===== src/rtl/wght_mc_dispatch.sv =====
// ---------------------------------------------------------------------------
// wght_mc_dispatch
// Downstream stage of the weight-load controller. {tag, weight} pairs returned
// by the weight GLB are buffered in a small FIFO. The FIFO drains onto the
// PE-array multicast bus through a valid/ready handshake. A registered stall
// throttles the loader early enough to absorb the GLB returns still in
// flight. The block pulses done once every weight of the pass has gone out.
//
// Ports
//   i_clk, i_rst_n            clock, asynchronous active-low reset
//   i_pass_start              pulse in IDLE: latch pass size, arm delivery
//   i_layer_RS/_p/_q          pass geometry: words = p*q*RS*RS
//   i_glb_rvalid/_rdata       GLB return (write side of the FIFO)
//   i_wght_tag                multicast tag aligned with i_glb_rdata
//   o_wght_stall              loader must hold its read sequence
//   o_mc_valid/_data/_tag     multicast word, show-ahead from FIFO head
//   i_mc_ready                PE array accepts the word this cycle
//   o_pass_done               1-cycle pulse after the last word is accepted
//   o_ovf_err                 sticky: a returned word was lost to overflow
// ---------------------------------------------------------------------------
module wght_mc_dispatch #(
  parameter int DATA_W   = 16,
  parameter int TAG_W    = 8,
  parameter int DEPTH    = 8,
  parameter int AF_SLACK = 3
) (
  input  logic              i_clk,
  input  logic              i_rst_n,
  input  logic              i_pass_start,
  input  logic [3:0]        i_layer_RS,
  input  logic [2:0]        i_layer_p,
  input  logic [2:0]        i_layer_q,
  input  logic              i_glb_rvalid,
  input  logic [DATA_W-1:0] i_glb_rdata,
  input  logic [TAG_W-1:0]  i_wght_tag,
  output logic              o_wght_stall,
  output logic              o_mc_valid,
  output logic [DATA_W-1:0] o_mc_data,
  output logic [TAG_W-1:0]  o_mc_tag,
  input  logic              i_mc_ready,
  output logic              o_pass_done,
  output logic              o_ovf_err
);

  localparam int PTR_W = $clog2(DEPTH);
  localparam int CNT_W = PTR_W + 1;
  localparam int ENT_W = TAG_W + DATA_W;
  localparam logic [CNT_W-1:0] FULL_CNT = CNT_W'(DEPTH);
  localparam logic [CNT_W-1:0] STALL_TH = CNT_W'(DEPTH - AF_SLACK);

  typedef enum logic [1:0] {ST_IDLE, ST_RUN, ST_DONE} state_t;

  state_t            state_q,    state_d;
  logic [PTR_W-1:0]  wr_ptr_q,   wr_ptr_d;
  logic [PTR_W-1:0]  rd_ptr_q,   rd_ptr_d;
  logic [CNT_W-1:0]  cnt_q,      cnt_d;
  logic [15:0]       expected_q, expected_d;
  logic [15:0]       sent_cnt_q, sent_cnt_d;
  logic              stall_q,    stall_d;
  logic              ovf_q,      ovf_d;

  logic [ENT_W-1:0]  mem_q [DEPTH];
  logic [ENT_W-1:0]  head;
  logic              empty, full, mc_valid, pop, push;
  logic [15:0]       pass_words;

  assign empty    = (cnt_q == '0);
  assign full     = (cnt_q == FULL_CNT);
  // A zero-size pass must not deliver leftovers buffered from earlier returns.
  assign mc_valid = (state_q == ST_RUN) && !empty && (expected_q != '0);
  assign pop      = mc_valid && i_mc_ready;
  // When full, a same-cycle pop frees the slot, so the push is still accepted.
  assign push     = i_glb_rvalid && (!full || pop);
  assign head     = mem_q[rd_ptr_q];

  assign pass_words = 16'(i_layer_p) * 16'(i_layer_q) * 16'(i_layer_RS) * 16'(i_layer_RS);

  // NOTE: storage has no reset; emptiness is tracked by cnt_q/pointers, so a
  // reset discards contents without clearing every entry.
  always_ff @(posedge i_clk) begin
    if (push) mem_q[wr_ptr_q] <= {i_wght_tag, i_glb_rdata};
  end

  always_comb begin
    // NOTE: every variable gets its hold value first so no path infers a latch.
    state_d    = state_q;
    wr_ptr_d   = wr_ptr_q;
    rd_ptr_d   = rd_ptr_q;
    expected_d = expected_q;
    sent_cnt_d = sent_cnt_q;
    ovf_d      = ovf_q;

    if (push) wr_ptr_d = wr_ptr_q + 1'b1;
    if (pop)  rd_ptr_d = rd_ptr_q + 1'b1;
    cnt_d = cnt_q + CNT_W'(push) - CNT_W'(pop);

    if (i_glb_rvalid && full && !pop) ovf_d = 1'b1;

    // Registered: asserts one cycle after the threshold is reached, which still
    // leaves room for the two GLB returns already in flight.
    stall_d = (cnt_q >= STALL_TH);

    unique case (state_q)
      ST_IDLE: begin
        if (i_pass_start) begin
          expected_d = pass_words;
          sent_cnt_d = '0;
          state_d    = ST_RUN;
        end
      end
      ST_RUN: begin
        if (expected_q == '0) begin
          state_d = ST_DONE;
        end else if (pop) begin
          sent_cnt_d = sent_cnt_q + 16'd1;
          if (sent_cnt_q == expected_q - 16'd1) state_d = ST_DONE;
        end
      end
      ST_DONE: begin
        sent_cnt_d = '0;
        state_d    = ST_IDLE;
      end
      default: state_d = ST_IDLE;
    endcase
  end

  // NOTE: sequential state uses non-blocking assignments only, so every flop
  // samples the values from before the edge regardless of statement order.
  always_ff @(posedge i_clk or negedge i_rst_n) begin
    if (!i_rst_n) begin
      state_q    <= ST_IDLE;
      wr_ptr_q   <= '0;
      rd_ptr_q   <= '0;
      cnt_q      <= '0;
      expected_q <= '0;
      sent_cnt_q <= '0;
      stall_q    <= 1'b0;
      ovf_q      <= 1'b0;
    end else begin
      state_q    <= state_d;
      wr_ptr_q   <= wr_ptr_d;
      rd_ptr_q   <= rd_ptr_d;
      cnt_q      <= cnt_d;
      expected_q <= expected_d;
      sent_cnt_q <= sent_cnt_d;
      stall_q    <= stall_d;
      ovf_q      <= ovf_d;
    end
  end

  assign o_mc_valid   = mc_valid;
  // Bus is held at zero while idle so reset and empty cycles show a clean bus.
  assign o_mc_data    = mc_valid ? head[DATA_W-1:0] : '0;
  assign o_mc_tag     = mc_valid ? head[ENT_W-1:DATA_W] : '0;
  assign o_wght_stall = stall_q;
  assign o_pass_done  = (state_q == ST_DONE);
  assign o_ovf_err    = ovf_q;

endmodule

===== config.mk =====
export PLATFORM = sky130hd
export DESIGN_NAME = wght_mc_dispatch
export DESIGN_NICKNAME = d
export VERILOG_FILES = /design/src/rtl/wght_mc_dispatch.sv
export SDC_FILE = /design/constraint.sdc
export NUM_CORES = 1
export LEC_CHECK = 0
export CORE_MARGIN = 2
export CORE_UTILIZATION = 65
export DETAILED_ROUTE_END_ITERATION = 12
export PLACE_DENSITY = 0.83
export SLEW_MARGIN = 40
export SYNTH_ARGS = -nofsm -noshare
export SYNTH_HDL_FRONTEND = slang
export SYNTH_SLANG_ARGS = --single-unit

===== constraint.sdc =====
create_clock -name i_clk -period 5.4 [get_ports i_clk]
set_input_delay 1.35 -clock i_clk [delete_from_list [all_inputs] [get_ports i_clk]]
set_output_delay 1.35 -clock i_clk [all_outputs]
set_load 0.01 [all_outputs]

==> results.md <==
- Failing checks: setup timing
- Area Growth Syn to Fin: 20.3%
- Synth Flop Type: edfxtp_1
- Capture point of the worst reg-to-reg path: mem_q[6][10]
- Netlist cell types: 58
- Post-layout min period: 6940 ps
- Post-route ant nets: 0
- Crit. End Element: flip-flop
- Hold Path Class: reg2reg
- Root buffer cell: clkbuf_16
- Worst slew pin tran: roughly 870 ps
- Largest net degree at the start of global routing: 51
- Routed len/inst: between 20 and 25 um
- Die X: between 100 and 150 um
- R2r setup slk: slightly above 2000 ps
- First-pass GRT wire length: approximately 39 mm
- Worst Setup SP: i_layer_p[2]
- Initial antenna violation count: 0
- Bufs on Longest Clock Path: 3
- Die area: 19200 um^2
- Pre-CTS worst setup slack: -2260 ps
- Placed cells: roughly 1100
- EDFF count, synth: 192
- # IOs: 67
- Htree depth: 1
- CORE AREA: 17800 um^2
- Initial DRC count: slightly above 500
- TritonCTS Sinks: roughly 240
- WP data arrival: 7290 ps
- Commonest non-fill, non-tap cell in the layout: edfxtp_1
- Initial Util: 0.660
- Total number of yosys warnings: 0
- Cell area after synthesis: around 12000 um^2
- Synthesis-stage register bit count: 236
- CP endpoint: expected_q[12]
- Worst clock skew: around 19 ps
- Clock Pin Slew Worst Setup and Hold Paths: 60 ps
- Worst R2R Path Depth: 9
- Ant. Diodes: 0
- FMAX: roughly 0.14 GHz
- Placer congestion estimate: ~0.84
- Status: complete, but fails checks
- Remaining global-route overflow: 0
- CTS tree: built
- Gate Count Post-Synth: between 800 and 900
- WHS: around 500 ps
- Vias per std cell: between 6 and 7
- Layout cells sized above 1: 0.243
- Startpoint types: primary input
- Max rail drop VDD: between 0.3 and 0.4 mV
- Final WL: approximately 25 mm
- Power per cell area: between 500 and 600 nW/um^2
- Setup CP Type: in2reg
- Drt drc: 0
- Post-synthesis sequential area ratio: 0.583
- Rows: just under 50
- CP Max Fanout: 4
- PnR worst setup slack: -1540 ps
- Worst r2r src: expected_q[0]
- Max Cap Viol: 0
- Gr usage total: 0.260
- Vias in the first global route: ~7500
- Final Max Slew Viols: 0
- RSZ-0062 raised after global routing: yes
- Slew HR: 0.419
- Synthesized Nets: just over 900
- Die height: 139 um
- Asr flop ratio synth: 0.186
- Mean post-synth cell area: between 10 and 15 um^2
- DPL Wire Length: around 16 mm
- Layout Nets: about 1100
- IO buf count: 66
- Final Hold Viols: 0
- Area after DPL: 13100 um^2
- Drt pass-1 iters: 5
- Clock insertion delay at the later pin of the skew report: 520 ps
- Endpoints failing setup: 10
- Non-Filler Instances: 1179
- Leakage power: approximately 5.5 nW
- Final Instance Area: between 10000 and 15000 um^2
- Most frequent cells in the layout: 192 x edfxtp_1, 59 x clkdlybuf4s50_1, 58 x nand2_1, 58 x buf_4, 57 x nor2_1
- Inserted Clock Buffers: 23
- Required time of the critical path: between 5000 and 6000 ps
- Vias after detailed routing: roughly 7100
- Final Cycle Share: 1.28
[worst min path at each step]
stage,startpoint,to,slack [ps],depth (start not counted)
5_1_grt,o_ovf_err,o_ovf_err,530,1
3_3_place_gp,o_ovf_err,o_ovf_err,450,1
6_report,o_ovf_err,o_ovf_err,500,1
4_1_cts,o_ovf_err,o_ovf_err,500,1
3_5_place_dp,o_ovf_err,o_ovf_err,490,1
2_1_floorplan,cnt_q[3],o_wght_stall,460,2
[cells in the mapped netlist (all sizes together) (3+ instances only)]
cell	count	share of area
nor3	5	0.0026
buf	13	0.0068
o21a	3	0.0019
nor4	5	0.0050
and3	9	0.0048
dfrtp	44	0.094
nand3	13	0.0055
and2	45	0.024
xor2	25	0.019
nand2b	6	0.0032
nor2b	6	0.0032
a211oi	4	0.0030
o21ai	24	0.010
mux2i	25	0.021
a31oi	6	0.0037
a21oi	13	0.0055
nand4	5	0.0045
edfxtp	192	0.49
fa	27	0.046
mux4	48	0.092
ha	48	0.051
nand2	60	0.019
nor2	67	0.022
mux2	5	0.0048
nor3b	4	0.0035
clkbuf	15	0.0048
a21o	9	0.0057
xnor2	21	0.016
inv	45	0.014
[state kept, by name (all words and copies together), names as in the netlist]
| register | flops |
|---|---|
| cnt_q | 4 |
| expected_q | 14 |
| mem_q | 192 |
| o_ovf_err | 1 |
| o_wght_stall | 1 |
| rd_ptr_q | 3 |
| sent_cnt_q | 16 |
| state_q | 2 |
| wr_ptr_q | 3 |
[kinds of logic (layout without fill, tap and decap cells)]
kind of cell               after synthesis  in the layout  share of synthesized area
adders and majority gates               75             75                     0.0969
buffers and inverters                   73            212                     0.0259
DFF                                    236            236                      0.583
AOI/OAI and AO/OA                       71             71                     0.0400
and+or+nand+nor                        232            232                      0.102
xor gates and xnor gates                46             46                     0.0342
muxes                                   78             78                      0.118
[per-layer routing]
layer | global-route usage | up-vias | share of wire
met5 | 0 | - | 0
met4 | 0.0913 | 0 | 0.035
met3 | 0.0318 | 61 | 0.045
met1 | 0.318 | 3592 | 0.38
met2 | 0.479 | 222 | 0.54
li1 | - | 3214 | -
[per-stage QoR]
| stage | TNS, ps | power (W) | util |
|---|---|---|---|
| floorplan | -10780 | 0.00442 | - |
| global placement | -18050 | 0.00522 | 0.735 |
| detailed placement | -19660 | 0.00537 | 0.735 |
| CTS | -10270 | 0.00715 | 0.786 |
| global route | -12460 | 0.00757 | 0.794 |
| finish | -10920 | 0.00720 | 0.794 |
[what timing repair did]
| action | CTS | global route |
|---|---|---|
| buffers inserted | 9 | 6 |
| gates resized for setup | 56 | 16 |
| cloned | 0 | 0 |
| pin swaps | 36 | 31 |
| endpoints found under the setup margin | 11 | 10 |
| hold buffers | 0 | 0 |
[final cells by class]
| type | instances | area (um^2) |
|---|---|---|
| Sequential cell | 236 | 6870 |
| Inverter | 45 | 169 |
| Clock buffer | 28 | 594 |
| Fill cell | 929 | 3680 |
| Tap cell | 229 | 287 |
| Timing Repair Buffer | 129 | 1170 |
| Clock inverter | 10 | 136 |
| Multi-Input combinational cell | 502 | 4940 |
[worst max-delay path: stages]
cell and delay [ps]:
buf_6 90, and2_4 150, fa_1 520, ha_4 190, fa_2 480, and2_4 160
fa_1 510, inv_2 40, fa_1 480, inv_2 50, ha_4 250, a21oi_4 190
nor2b_4 50, o21a_1 210, nor2_2 170, xnor2_2 130, and2_4 180, fa_1 510
inv_2 40, fa_2 520, inv_2 40, ha_4 150, a21oi_4 150, o211ai_1 130
a31oi_1 260, xor2_1 180, o21ai_1 90
[power by group]
part	switching (W)	internal [W]
combinational	0.00149	0.00156
sequential	0.000291	0.00229
clock	0.000641	0.000926
Power figures use the tool's default switching activity.
